<file path="config.mk">
export PLATFORM = sky130hd
export DESIGN_NAME = sram_march_bist_ctrl_flat
export DESIGN_NICKNAME = d
export VERILOG_FILES = /design/src/rtl/sram_march_bist_ctrl_if.sv /design/src/rtl/sram_march_bist_ctrl.sv /design/src/flat_wrapper.sv
export SDC_FILE = /design/constraint.sdc
export NUM_CORES = 1
export LEC_CHECK = 0
export ABC_AREA = 1
export CORE_UTILIZATION = 43
export CTS_BUF_LIST = sky130_fd_sc_hd__clkbuf_16
export CTS_CLUSTER_SIZE = 25
export DETAILED_ROUTE_END_ITERATION = 7
export GPL_TIMING_DRIVEN = 0
export PLACE_DENSITY = 0.83
export SLEW_MARGIN = 20
export SYNTH_ARGS = -nofsm -noshare
export SYNTH_HDL_FRONTEND = slang
export SYNTH_SLANG_ARGS = --single-unit
</file>
<file path="constraint.sdc">
create_clock -name clk -period 4.4 [get_ports clk]
set_clock_uncertainty 0.15 [all_clocks]
set_input_delay 0.44 -clock clk [delete_from_list [all_inputs] [get_ports clk]]
set_output_delay 0.44 -clock clk [all_outputs]
set_load 0.01 [all_outputs]
</file>
<file path="src/rtl/sram_march_bist_ctrl_if.sv">
// BIST side-port bundle between the March controller and one SRAM port.
// master = controller (initiator), slave = macro port.
interface sram_march_bist_ctrl_if #(
    parameter int P_ADDR_WIDTH = 10,
    parameter int P_DATA_WIDTH = 32
);
    logic                    en;
    logic                    men;
    logic                    wen;
    logic                    ren;
    logic [P_ADDR_WIDTH-1:0] addr;
    logic [P_DATA_WIDTH-1:0] din;
    logic [P_DATA_WIDTH-1:0] bm;
    logic [P_DATA_WIDTH-1:0] dout;

    modport master (
        output en, men, wen, ren, addr, din, bm,
        input  dout
    );

    modport slave (
        input  en, men, wen, ren, addr, din, bm,
        output dout
    );
endinterface

</file>
<file path="src/rtl/sram_march_bist_ctrl.sv">
// March C- BIST engine for one port of the 2-port byte-mask SRAM family.
// Issues 10N operations, compares reads two edges later, logs the first fail.
module sram_march_bist_ctrl #(
    parameter int P_ADDR_WIDTH    = 10,
    parameter int P_DATA_WIDTH    = 32,
    parameter int P_ERR_CNT_WIDTH = 16
) (
    input  logic                       clk,
    input  logic                       rst,
    input  logic                       start,
    output logic                       busy,
    output logic                       done,
    output logic                       fail,
    output logic [P_ERR_CNT_WIDTH-1:0] err_cnt,
    output logic [P_ADDR_WIDTH-1:0]    fail_addr,
    output logic [2:0]                 fail_elem,
    output logic [P_DATA_WIDTH-1:0]    fail_data,
    sram_march_bist_ctrl_if.master     bist
);

    typedef enum logic [2:0] {
        S_IDLE,
        S_SETUP,
        S_RUN,
        S_DRAIN,
        S_DONE
    } state_t;

    localparam logic [P_ADDR_WIDTH-1:0] ADDR_MAX = '1;
    localparam logic [P_DATA_WIDTH-1:0] ONES     = '1;

    state_t                  state, n_state;
    logic [2:0]              elem, n_elem;
    logic [P_ADDR_WIDTH-1:0] addr, n_addr;
    logic                    phase, n_phase;
    logic                    drain, n_drain;

    logic                    en_q, men_q, wen_q, ren_q;
    logic [P_ADDR_WIDTH-1:0] addr_q;
    logic [P_DATA_WIDTH-1:0] din_q, bm_q;
    logic                    busy_q, done_q;

    logic                    s1_vld;
    logic [P_DATA_WIDTH-1:0] s1_exp;
    logic [P_ADDR_WIDTH-1:0] s1_addr;
    logic [2:0]              s1_elem;

    logic last_op, last_addr, n_run, n_rd, mism;

    function automatic logic is_desc(input logic [2:0] e);
        return (e == 3'd3) || (e == 3'd4);
    endfunction

    function automatic logic rd_ones(input logic [2:0] e);
        return (e == 3'd2) || (e == 3'd4);
    endfunction

    function automatic logic wr_ones(input logic [2:0] e);
        return (e == 3'd1) || (e == 3'd3);
    endfunction

    // E0 is write-only, E5 read-only; E1..E4 are read then write.
    function automatic logic is_read(input logic [2:0] e, input logic ph);
        return (e != 3'd0) && !ph;
    endfunction

    assign last_op   = (elem == 3'd0) || (elem == 3'd5) || phase;
    assign last_addr = is_desc(elem) ? (addr == '0) : (addr == ADDR_MAX);

    always_ff @(posedge clk or posedge rst) begin
        if (rst) begin
            state <= S_IDLE;
            elem  <= '0;
            addr  <= '0;
            phase <= 1'b0;
            drain <= 1'b0;
        end else begin
            state <= n_state;
            elem  <= n_elem;
            addr  <= n_addr;
            phase <= n_phase;
            drain <= n_drain;
        end
    end

    always_comb begin
        n_state = state;
        n_elem  = elem;
        n_addr  = addr;
        n_phase = phase;
        n_drain = drain;
        case (state)
            S_IDLE, S_DONE: begin
                if (start) n_state = S_SETUP;
            end
            S_SETUP: begin
                n_state = S_RUN;
                n_elem  = '0;
                n_addr  = '0;
                n_phase = 1'b0;
                n_drain = 1'b0;
            end
            S_RUN: begin
                if (!last_op) begin
                    n_phase = 1'b1;
                end else begin
                    n_phase = 1'b0;
                    if (!last_addr) begin
                        n_addr = is_desc(elem) ? addr - 1'b1 : addr + 1'b1;
                    end else if (elem == 3'd5) begin
                        n_state = S_DRAIN;
                        n_drain = 1'b0;
                    end else begin
                        n_elem = elem + 3'd1;
                        n_addr = is_desc(elem + 3'd1) ? ADDR_MAX : '0;
                    end
                end
            end
            S_DRAIN: begin
                if (drain) n_state = S_DONE;
                else       n_drain = 1'b1;
            end
            default: n_state = S_IDLE;
        endcase
    end

    assign n_run = (n_state == S_RUN);
    assign n_rd  = n_run && is_read(n_elem, n_phase);

    // Outputs are registered from the next state so they track elem/addr.
    always_ff @(posedge clk or posedge rst) begin
        if (rst) begin
            en_q   <= 1'b0;
            busy_q <= 1'b0;
            done_q <= 1'b0;
            men_q  <= 1'b0;
            wen_q  <= 1'b0;
            ren_q  <= 1'b0;
            addr_q <= '0;
            din_q  <= '0;
            bm_q   <= '0;
        end else begin
            en_q   <= n_state inside {S_SETUP, S_RUN, S_DRAIN};
            busy_q <= n_state inside {S_SETUP, S_RUN, S_DRAIN};
            done_q <= (n_state == S_DONE);
            men_q  <= n_run;
            wen_q  <= n_run && !n_rd;
            ren_q  <= n_rd;
            addr_q <= n_run ? n_addr : '0;
            din_q  <= (n_run && !n_rd && wr_ones(n_elem)) ? ONES : '0;
            bm_q   <= n_run ? ONES : '0;
        end
    end

    always_ff @(posedge clk or posedge rst) begin
        if (rst) begin
            s1_vld  <= 1'b0;
            s1_exp  <= '0;
            s1_addr <= '0;
            s1_elem <= '0;
        end else begin
            s1_vld  <= ren_q;
            s1_exp  <= rd_ones(elem) ? ONES : '0;
            s1_addr <= addr_q;
            s1_elem <= elem;
        end
    end

    assign mism = s1_vld && (bist.dout != s1_exp);

    always_ff @(posedge clk or posedge rst) begin
        if (rst) begin
            fail      <= 1'b0;
            err_cnt   <= '0;
            fail_addr <= '0;
            fail_elem <= '0;
            fail_data <= '0;
        end else if (n_state == S_SETUP) begin
            fail      <= 1'b0;
            err_cnt   <= '0;
            fail_addr <= '0;
            fail_elem <= '0;
            fail_data <= '0;
        end else if (mism) begin
            fail <= 1'b1;
            if (err_cnt != '1) err_cnt <= err_cnt + 1'b1;
            if (!fail) begin
                fail_addr <= s1_addr;
                fail_elem <= s1_elem;
                fail_data <= bist.dout;
            end
        end
    end

    assign busy      = busy_q;
    assign done      = done_q;
    assign bist.en   = en_q;
    assign bist.men  = men_q;
    assign bist.wen  = wen_q;
    assign bist.ren  = ren_q;
    assign bist.addr = addr_q;
    assign bist.din  = din_q;
    assign bist.bm   = bm_q;

endmodule

</file>
<file path="src/flat_wrapper.sv">
// flat-port wrapper written by rule: the top's interface ports become plain ports
module sram_march_bist_ctrl_flat 
#(
    parameter int P_ADDR_WIDTH    = 10,
    parameter int P_DATA_WIDTH    = 32,
    parameter int P_ERR_CNT_WIDTH = 16
)
  (clk, rst, start, busy, done, fail, err_cnt, fail_addr, fail_elem, fail_data, bist_en, bist_men, bist_wen, bist_ren, bist_addr, bist_din, bist_bm, bist_dout);
  sram_march_bist_ctrl_if #(.P_ADDR_WIDTH(P_ADDR_WIDTH), .P_DATA_WIDTH(P_DATA_WIDTH)) bist_i ();
  input  logic clk;
  input  logic rst;
  input  logic start;
  output logic busy;
  output logic done;
  output logic fail;
  output logic [P_ERR_CNT_WIDTH-1:0] err_cnt;
  output logic [P_ADDR_WIDTH-1:0] fail_addr;
  output logic [2:0] fail_elem;
  output logic [P_DATA_WIDTH-1:0] fail_data;
  output wire logic [$bits(bist_i.en)-1:0] bist_en;
  output wire logic [$bits(bist_i.men)-1:0] bist_men;
  output wire logic [$bits(bist_i.wen)-1:0] bist_wen;
  output wire logic [$bits(bist_i.ren)-1:0] bist_ren;
  output wire logic [$bits(bist_i.addr)-1:0] bist_addr;
  output wire logic [$bits(bist_i.din)-1:0] bist_din;
  output wire logic [$bits(bist_i.bm)-1:0] bist_bm;
  input wire logic [$bits(bist_i.dout)-1:0] bist_dout;
  assign bist_en = bist_i.en;
  assign bist_men = bist_i.men;
  assign bist_wen = bist_i.wen;
  assign bist_ren = bist_i.ren;
  assign bist_addr = bist_i.addr;
  assign bist_din = bist_i.din;
  assign bist_bm = bist_i.bm;
  assign bist_i.dout = bist_dout;
  sram_march_bist_ctrl #(.P_ADDR_WIDTH(P_ADDR_WIDTH), .P_DATA_WIDTH(P_DATA_WIDTH), .P_ERR_CNT_WIDTH(P_ERR_CNT_WIDTH)) u_core (.clk(clk), .rst(rst), .start(start), .busy(busy), .done(done), .fail(fail), .err_cnt(err_cnt), .fail_addr(fail_addr), .fail_elem(fail_elem), .fail_data(fail_data), .bist(bist_i));
endmodule
</file>
==> results by group, run 1 <==
Status
  • Status: finished with violations
  • Failing checks: design-rule violations

STA
  • Fmax: 326 MHz
  • Fin Setup TNS: 0 ns
  • RSZ-0062 raised after global routing: no
  • Post-route clock period utilization: 0.696
  • Setup ws final: 1.34 ns
  • Pins Over Slew Limit: 0
  • Final setup fails: 0
  • Slew margin rel.: 0.376
  • Tmin final: 3.06 ns
  • Least-Margin Pin Slew: 0.936 ns
  • Endpoints failing hold: 0

Layout
  • Final nets: 983
  • Layout cells sized above 1: 0.129
  • Antenna Cells: 0
  • P&R area growth vs syn: 37.5%
  • Layout Cell Area excl Fill: 8340 µm²
  • Commonest non-fill, non-tap cells in the layout: 204 x nand2_1, 176 x clkdlybuf4s50_1, 111 x dfrtp_1
  • Most common cell after layout, fill and taps aside: nand2_1

Clock network
  • Sink Count: 111
  • CTS Root Cell: clkbuf_16
  • Setup Buffers After CTS: 0
  • Clk_lat worst skew: 0.35 ns
  • Hold bufs inserted after CTS: 0
  • Maximum clock insertion buffer count: 2
  • Clock slew at reported path FFs: 0.07 ns
  • Post-cts sizing count: 0
  • TritonCTS clock tree: yes
  • Htree depth: 3
  • CTS buffer count: 9

Power
  • Pwr Density: 393 nW/µm²
  • Max IR drop VDD: 0.239 mV
  • Total design power: 3.28 mW
  • Leakage power: 4.21 nW

Placed design
  • PortBufs: 176
  • Cell Area, Placed: 8090 µm²
  • Pre-CTS worst setup slack: 1.43 ns
  • Gp weighted congestion: 0.887
  • Detailed Place HPWL: 11.7 mm

Yosys
  • Synthesized flop and latch total: 111
  • Syn_area_per_cell: 8.14 µm²
  • Distinct cells, synth: 40
  • Mapped Area: 6070 µm²
  • Post-Syn Instances: 745
  • Yosys warns: 0
  • Post-Syn Nets: 795
  • Sequential fraction of the synthesis area: 0.458

Global routing
  • Total congestion overflow: 0
  • Initial antenna violation count: 0
  • Largest net degree at the start of global routing: 61
  • Global-route wire length before repair: 25.1 mm
  • Vias in the first global route: 5119
  • Gr usage total: 0.219

Critical path
  • Crit path kind: reg -> reg
  • Arrival @ worst endpoint: 3.14 ns
  • Reg2Reg Depth: 16
  • Largest fanout on the critical path: 12
  • Flop2flop setup slack: 1.34 ns
  • Reg-to-Reg End: u_core.bist.addr[9]$_DFF_PP0_
  • Worst path required time: 4.48 ns
  • FF-to-FF Start: u_core.elem[0]$_DFF_PP0_
  • CP endpoint kind: flop
  • CP Launch Type: flop

Die
  • I/O Pins: 177
  • Initial Util: 0.439
  • Die width: 121 µm
  • Die Y: 121 µm
  • Die ar.: 14600 µm²
  • Row Count: 43
  • Core area: 13800 µm²

Detailed routing
  • Final wirelength: 15.6 mm
  • DRC: 2
  • Post-DRT Antenna Nets: 0
  • First-pass iteration count of the detailed router: 7
  • Via density: 4.98
  • Wirelength per Cell: 13.9 µm
  • DRT iter0 DRCs: 385
  • Vias: 5572

Hold path
  • WHS Endpoint: u_core.s1_vld$_DFF_PP0_
  • Hold Path Depth: 0
  • Min-delay src: u_core.bist.ren$_DFF_PP0_
  • Hold WC Path Type: reg -> reg

Job
  • Max Cap Violations: 0
report_power, final:
| group | internal (mW) | switching (mW) | total, mW |
|---|---|---|---|
| clock network | 0.375 | 0.360 | 0.734 |
| registers | 1.10 | 0.110 | 1.21 |
| logic | 0.656 | 0.682 | 1.34 |
synthesized netlist by cell type, drive strengths merged:
library cell | count | area (µm²)
a21oi | 14 | 70.1
inv | 69 | 259
o31ai | 1 | 7.51
a31oi | 2 | 12.5
o21bai | 1 | 7.51
nand3 | 51 | 260
nor2 | 63 | 269
a21o | 1 | 7.51
buf | 78 | 562
clkbuf | 12 | 45.0
o41ai | 1 | 8.76
nor4b | 1 | 8.76
ha | 14 | 175
xor2 | 15 | 131
nor4 | 6 | 37.5
nor3 | 12 | 65.1
nand2 | 209 | 802
fa | 1 | 20.0
nand4 | 56 | 357
nand3b | 1 | 7.51
or2 | 2 | 12.5
xnor2 | 4 | 35.0
a22oi | 1 | 12.5
dfrtp | 111 | 2780
o21a | 1 | 7.51
o21ai | 17 | 100
a31o | 1 | 8.76
kinds of logic after synthesis:
group                    Yosys count  share of synthesized area
adder cells (fa/ha/maj)           15                     0.0322
AO/OA/AOI/OAI                     40                     0.0400
buffers and inverters            159                      0.143
XOR/XNOR                          19                     0.0274
AND/OR/NAND/NOR                  401                      0.300
flip-flops                       111                      0.458
worst max-delay path by stage:
stage                                   startpoint                            end  depth (start not counted)
final                     u_core.elem[0]$_DFF_PP0_  u_core.bist.addr[9]$_DFF_PP0_                         16
after detailed placement  u_core.elem[0]$_DFF_PP0_  u_core.bist.addr[9]$_DFF_PP0_                         16
after global placement                         rst  u_core.err_cnt[3]$_DFFE_PP0P_                          2
after global routing      u_core.elem[0]$_DFF_PP0_  u_core.bist.addr[9]$_DFF_PP0_                         16
after CTS                 u_core.elem[0]$_DFF_PP0_  u_core.bist.addr[9]$_DFF_PP0_                         16
after floorplan                                rst       u_core.addr[0]$_DFF_PP0_                          1
registers in the layout, summed over array words and instances (netlist names), 3 cells and up:
signal / flops
u_core.s1_addr: 10
u_core.bist.addr: 10
u_core.state: 3
u_core.fail_data: 32
u_core.fail_elem: 3
u_core.s1_elem: 3
u_core.fail_addr: 10
u_core.err_cnt: 16
u_core.elem: 3
u_core.addr: 10
metrics by stage:
step / hold slack (ns) / util / instances
2_1_floorplan: 0.266 / - / 745
3_3_place_gp: 0.238 / 0.582 / 1101
3_5_place_dp: 0.237 / 0.585 / 1102
4_1_cts: 0.247 / 0.603 / 1118
5_1_grt: 0.259 / 0.603 / 1118
6_report: 0.245 / 0.603 / 1118
area by class of cell:
| type | count | area (µm²) |
|---|---|---|
| multi-input cells | 475 | 2420 |
| inverters | 69 | 264 |
| plain buffers | 90 | 607 |
| flip-flops and latches | 111 | 2780 |
| repair buffers | 177 | 1790 |
| fillers | 1155 | 5480 |
| well taps | 180 | 225 |
| clock inverters | 7 | 32.5 |
| clock buffers | 9 | 225 |
metal layers:
metal | global-route usage | share of wire | routed length, µm | vias up
met5 | 0 | 0 | 0 | -
met4 | 0.0764 | 0.014 | 224 | 0
met3 | 0.0307 | 0.060 | 939 | 18
met2 | 0.375 | 0.49 | 7660 | 176
met1 | 0.284 | 0.43 | 6750 | 2633
li1 | - | - | - | 2745
worst max-delay path, stage by stage, from the launching register on:
cell     delay [ns]
dfrtp_1        0.44
inv_1          0.14
ha_1           0.18
inv_1          0.04
nand2_1        0.09
nand2_2        0.11
inv_1          0.35
ha_1           0.37
a21oi_1        0.16
nand2_1        0.10
nand3_1        0.09
nand2_1        0.11
a21oi_1        0.23
xor2_1         0.17
nand2_1        0.06
nand2_1        0.08
a21oi_1        0.07
Note: power is estimated with default switching activity, not from simulation.
==> run 2, diff against run 1 <==
--- a/config.mk
+++ b/config.mk
@@ -11,7 +11,7 @@
 export CTS_CLUSTER_SIZE = 25
 export DETAILED_ROUTE_END_ITERATION = 7
 export GPL_TIMING_DRIVEN = 0
-export PLACE_DENSITY = 0.83
+export PLACE_DENSITY = 0.86
 export SLEW_MARGIN = 20
 export SYNTH_ARGS = -nofsm -noshare
 export SYNTH_HDL_FRONTEND = slang
==> constraint.sdc (replaced) <==
create_clock -name clk -period 2.6 [get_ports clk]
set_clock_uncertainty 0.15 [all_clocks]
set_input_delay 0.26 -clock clk [delete_from_list [all_inputs] [get_ports clk]]
set_output_delay 0.26 -clock clk [all_outputs]
set_load 0.01 [all_outputs]
==> run 2 against run 1 <==
Against the previous run:
- maximum frequency up 8.9%
- largest cell class unchanged
- sequential cell count is the same
- the flow finishes with violations (negative setup slack)
- first-iteration DRC count increased by 120%
- combinational power grew 86%
- global-route usage grew 3.4 points
- largest power group unchanged
- final cell count is 2.3% higher
- wire length up 23%
- total power rose by 87%
==> results by group, run 2 (synthesis gave the netlist of run 1 again) <==
Status
  • Status: finished with violations
  • Failing checks: negative setup slack

Critical path
  • Buf/Inv on CP: 5
  • FF-to-FF Start: u_core.elem[0]$_DFF_PP0_
  • Worst Setup SP: u_core.elem[0]$_DFF_PP0_
  • Arrival @ worst endpoint: 2.89 ns
  • CP Cell Sequence: ha_2 -> inv_2 -> nand2_2 -> nand2_4 -> clkinvlp_4 -> buf_6 -> ha_4 -> nand2_2 -> inv_2 -> nand4_1 -> nand3_2 -> xnor2_2 -> nand2_1 -> a22oi_2 -> inv_1
  • CP endpoint kind: flop
  • Crit path kind: reg -> reg
  • Worst path required time: 2.68 ns
  • CP Launch Type: flop
  • Slowest CP cell: dfrtp_1
  • Max stage delay on crit path: 0.44 ns
  • Largest fanout on the critical path: 5
  • Crit path max-delay family: buffers and inverters

Detailed routing
  • Final wirelength: 19.2 mm
  • Wirelength per Cell: 16.8 µm
  • Post-DRT Antenna Nets: 0
  • DRT iter0 DRCs: 846
  • First-pass iteration count of the detailed router: 5
  • Vias: 6141
  • DRC: 0
  • Via density: 5.37

Die
  • Row Count: 43
  • Initial Util: 0.439
  • Die width: 121 µm
  • Die ar.: 14600 µm²
  • Die Y: 121 µm
  • Core area: 13800 µm²
  • I/O Pins: 177

Layout
  • Fill cell count: 1040
  • Max reg flops: 32
  • Final nets: 1009
  • Util after Layout: 0.649
  • Area of the multi-input gates: 2720 µm²
  • Most common cell after layout, fill and taps aside: nand2_1
  • Storage element area: 2780 µm²
  • Post-Layout Cell Count: 1144
  • Commonest non-fill, non-tap cells in the layout: 193 x nand2_1, 176 x clkdlybuf4s50_1, 109 x dfrtp_1
  • Antenna Cells: 0
  • Layout cells sized above 1: 0.214
  • P&R area growth vs syn: 47.8%
  • Biggest register: u_core.fail_data
  • Biggest regs: u_core.fail_data: 32 flops, u_core.err_cnt: 16 flops

Power
  • Total design power: 6.15 mW
  • Reg power frac: 0.338
  • Switching Share: 0.353
  • Pwr Density: 685 nW/µm²
  • Max IR drop VDD: 0.376 mV
  • Switch Pwr: 2.17 mW
  • Combinational share of power: 0.405
  • Leakage power: 4.38 nW
  • Clock power share: 0.258
  • Int Pwr: 3.98 mW

STA
  • Slew margin rel.: 0.412
  • Fin Setup TNS: -1.62 ns
  • Final setup fails: 14
  • Pins Over Slew Limit: 0
  • RSZ-0062 raised after global routing: yes
  • Fmax: 356 MHz
  • Post-route clock period utilization: 1.08
  • Least-Margin Pin Slew: 0.883 ns
  • Setup ws final: -0.212 ns
  • Tmin final: 2.81 ns
  • Endpoints failing hold: 0

Global routing
  • Initial antenna violation count: 0
  • Global-route wire length before repair: 28.8 mm
  • Gr usage total: 0.253
  • Met1 GRT Util: 0.296
  • Total congestion overflow: 0
  • Vias in the first global route: 5662
  • Most used routing layer: met2
  • Largest net degree at the start of global routing: 34
  • Met2 Usage GRT: 0.458
  • Met3 usage: 0.0401

Clock network
  • TritonCTS clock tree: yes
  • Clock slew at reported path FFs: 0.07 ns
  • Hold bufs inserted after CTS: 0
  • Clk_lat worst skew: 0.36 ns
  • Htree depth: 3
  • CTS buffer count: 9
  • Sink Count: 111
  • CTS Root Cell: clkbuf_16
  • Maximum clock insertion buffer count: 2

Placed design
  • Inst Count DP: 1104
  • Detailed Place HPWL: 12.4 mm
  • PortBufs: 176
  • Gp weighted congestion: 0.918

Job
  • Max Cap Violations: 0

Hold path
  • Hold WC Path Type: in -> async
[run 2: worst paths after layout]
path	end	slack, ns	depth (start not counted)
worst max-delay path	u_core.addr[8]$_DFF_PP0_	-0.21	15
worst min-delay path	u_core.fail_data[21]$_DFFE_PP0P_	0.16	2
worst max register to register	u_core.addr[8]$_DFF_PP0_	-0.21	15
worst min register to register	u_core.s1_addr[8]$_DFF_PP0_	0.24	0
max in group asynchronous	u_core.err_cnt[5]$_DFFE_PP0P_	1.17	5
min in group clk	u_core.s1_addr[8]$_DFF_PP0_	0.24	0
[run 2: power groups by stage]
stage	Clock (mW)	Combinational (mW)	Sequential [mW]
CTS	1.58	2.34	2.06
global placement	0	2.23	2.08
global route	1.65	2.65	2.10
floorplan	0	1.32	2.06
detailed placement	0	2.29	2.08
finish	1.58	2.49	2.08
[run 2: metal layers]
layer  share of wire  wire, µm  vias to the layer above
li1                -         -                     2798
met2            0.51      9710                      352
met3           0.080      1550                       80
met1            0.37      7090                     2911
met5               0         0                        -
met4           0.045       862                        0
[run 2: timing repair]
| item | in CTS | in global routing |
|---|---|---|
| setup buffers | 21 | 2 |
| pin swaps | 15 | 27 |
| setup endpoints to repair | 16 | 47 |
| gates cloned | 1 | 0 |
| resized for setup | 31 | 44 |
[run 2: metrics by stage]
stage          instance area (µm²)  setup WS, ns  hold WS [ns]
2_1_floorplan                 6070        0.0641         0.259
3_3_place_gp                  8060        -0.302         0.235
3_5_place_dp                  8130        -0.332         0.227
4_1_cts                       8790       -0.0289         0.181
5_1_grt                       8970        -0.261         0.211
6_report                      8970        -0.212         0.161
[run 2: area by class of cell]
| type | instances | share of cell area |
|---|---|---|
| buffer | 90 | 0.0677 |
| timing repair buffer | 202 | 0.226 |
| clock buffer | 9 | 0.0251 |
| sequential | 111 | 0.310 |
| clock inverter | 7 | 0.0124 |
| tap | 180 | 0.0251 |
| multi-input combinational | 475 | 0.303 |
| timing repair inverter | 1 | 0.000837 |
| inverter | 69 | 0.0300 |
==> run 3, diff against run 2 <==
--- a/config.mk
+++ b/config.mk
@@ -6,6 +6,8 @@
 export NUM_CORES = 1
 export LEC_CHECK = 0
 export ABC_AREA = 1
+export CORE_ASPECT_RATIO = 0.75
+export CORE_MARGIN = 1.5
 export CORE_UTILIZATION = 43
 export CTS_BUF_LIST = sky130_fd_sc_hd__clkbuf_16
 export CTS_CLUSTER_SIZE = 25
==> run 3 against run 2 <==
Against the previous run:
- the flow still finishes with violations (negative setup slack)
- final area shrank 2.6%
- utilization shrank 1.4 points
- non-clock buffer count shrank 10
- critical path type unchanged
==> results by group, run 3 (synthesis gave the netlist of run 1 again) <==
STA
  • Least-Margin Pin Slew: 0.894 ns
  • Endpoints failing hold: 0
  • Fmax: 371 MHz
  • Final setup fails: 10
  • Setup ws final: -0.0965 ns
  • RSZ-0062 raised after global routing: yes
  • Fin Setup TNS: -0.626 ns
  • Pins Over Slew Limit: 0
  • Tmin final: 2.70 ns
  • Slew margin rel.: 0.404
  • Post-route clock period utilization: 1.04

Critical path
  • Arrival @ worst endpoint: 2.78 ns
  • Buf/Inv on CP: 5
  • Slowest CP cell: dfrtp_1
  • Largest fanout on the critical path: 8
  • CP Launch Type: flop
  • CP endpoint kind: flop
  • Worst path required time: 2.68 ns
  • Crit path kind: reg -> reg
  • Crit path max-delay family: simple AND/OR/NAND/NOR gates
  • Max stage delay on crit path: 0.43 ns
  • CP Cell Sequence: inv_2 -> ha_4 -> inv_4 -> nand2_4 -> nand2_4 -> clkinvlp_4 -> buf_6 -> ha_4 -> nand3_2 -> nand2_2 -> nand4_1 -> nand3_2 -> xnor2_2 -> nand2_1 -> a22oi_2 -> inv_1

Detailed routing
  • Final wirelength: 17.3 mm
  • Via density: 5.21
  • Vias: 5881
  • Post-DRT Antenna Nets: 0
  • DRT iter0 DRCs: 560
  • DRC: 0
  • Wirelength per Cell: 15.3 µm
  • First-pass iteration count of the detailed router: 5

Clock network
  • Clk_lat worst skew: 0.34 ns
  • TritonCTS clock tree: yes
  • Sink Count: 111
  • CTS Root Cell: clkbuf_16
  • CTS buffer count: 9
  • Clock slew at reported path FFs: 0.08 ns
  • Maximum clock insertion buffer count: 2
  • Hold bufs inserted after CTS: 0
  • Htree depth: 3

Layout
  • Util after Layout: 0.635
  • Max reg flops: 32
  • Biggest register: u_core.fail_data
  • P&R area growth vs syn: 43.9%
  • Layout cells sized above 1: 0.188
  • Most common cell after layout, fill and taps aside: nand2_1
  • Biggest regs: u_core.fail_data: 32 flops, u_core.err_cnt: 16 flops
  • Fill cell count: 1053
  • Final nets: 998
  • Commonest non-fill, non-tap cells in the layout: 198 x nand2_1, 176 x clkdlybuf4s50_1, 110 x dfrtp_1
  • Post-Layout Cell Count: 1128
  • Antenna Cells: 0

Placed design
  • Detailed Place HPWL: 12.2 mm
  • PortBufs: 176
  • Gp weighted congestion: 0.909
  • Inst Count DP: 1099

Global routing
  • Largest net degree at the start of global routing: 35
  • Global-route wire length before repair: 27.7 mm
  • Initial antenna violation count: 0
  • Total congestion overflow: 0
  • Gr usage total: 0.231
  • Vias in the first global route: 5617

Die
  • Initial Util: 0.441
  • Die width: 140 µm
  • Die ar.: 14800 µm²
  • Core area: 13700 µm²
  • Row Count: 37
  • Die Y: 106 µm
  • I/O Pins: 177

Hold path
  • Hold WC Path Type: in -> async

Status
  • Status: finished with violations
  • Failing checks: negative setup slack

Power
  • Pwr Density: 660 nW/µm²
  • Total design power: 5.77 mW
  • Leakage power: 4.29 nW
  • Max IR drop VDD: 0.346 mV

Job
  • Max Cap Violations: 0
run 3: cell count changes in the layout (fill, tap and decap cells not counted), moves of 2 or more:
cell       change
clkinv_1       +2
o21ai_2        -3
buf_4          -9
bufinv_16      -3
nand2_1        +5
inv_2          -2
a31oi_1        +2
nand2_2        -5
run 3: layout make-up:
type / instances / area, µm² / share of cell area
repair buffers: 192 / 1930 / 0.221
clock buffers: 9 / 225 / 0.0258
inverters: 69 / 269 / 0.0308
plain buffers: 90 / 607 / 0.0695
well taps: 175 / 219 / 0.0251
flip-flops and latches: 111 / 2780 / 0.318
clock inverters: 7 / 40.0 / 0.00458
multi-input cells: 475 / 2660 / 0.305
run 3: worst register-to-register path, cell delays in order, from the launching register on:
cell and delay, ns:
dfrtp_1 0.43, inv_2 0.08, ha_4 0.17, inv_4 0.06, nand2_4 0.05, nand2_4 0.10, clkinvlp_4 0.22, buf_6 0.21
ha_4 0.30, nand3_2 0.08, nand2_2 0.11, nand4_1 0.13, nand3_2 0.11, xnor2_2 0.12, nand2_1 0.08, a22oi_2 0.14
inv_1 0.06
run 3: path summary, 6_finish.rpt:
path | start | slack [ns] | cells after the start | end
worst min register to register | u_core.bist.addr[9]$_DFF_PP0_ | 0.22 | 0 | u_core.s1_addr[9]$_DFF_PP0_
worst max-delay path | u_core.elem[0]$_DFF_PP0_ | -0.1 | 16 | u_core.addr[8]$_DFF_PP0_
worst max register to register | u_core.elem[0]$_DFF_PP0_ | -0.1 | 16 | u_core.addr[8]$_DFF_PP0_
worst min-delay path | rst | 0.14 | 2 | u_core.fail_data[4]$_DFFE_PP0P_
min in group clk | u_core.bist.addr[9]$_DFF_PP0_ | 0.22 | 0 | u_core.s1_addr[9]$_DFF_PP0_
max in group asynchronous | rst | 1.64 | 3 | u_core.fail_data[25]$_DFFE_PP0P_
run 3: routing by layer:
metal	GRT usage	routed length (µm)
met5	0	0
met1	0.301	7420
met3	0.0427	1280
met4	0.0774	354
met2	0.388	8240
run 3: where the power goes:
| group | total (mW) | leakage (nW) | switching (mW) | internal [mW] |
|---|---|---|---|---|
| registers | 2.07 | 1.53 | 0.204 | 1.86 |
| clock network | 1.28 | 0.124 | 0.639 | 0.642 |
| logic | 2.42 | 2.64 | 1.25 | 1.17 |
| total | 5.77 | 4.29 | 2.10 | 3.67 |
run 3: stage by stage:
step	hold WS (ns)	area (µm²)	setup slack (ns)
after floorplan	0.259	6070	0.0641
after global placement	0.209	8050	-0.306
after detailed placement	0.214	8110	-0.355
after CTS	0.147	8580	-0.0278
after global routing	0.172	8730	-0.246
final	0.136	8730	-0.0965
run 3: repair_timing:
item	in CTS	in global routing
pin swaps	10	12
setup buffers	11	2
cloned	0	0
gates resized for setup	27	30
endpoints found under the setup margin	16	16
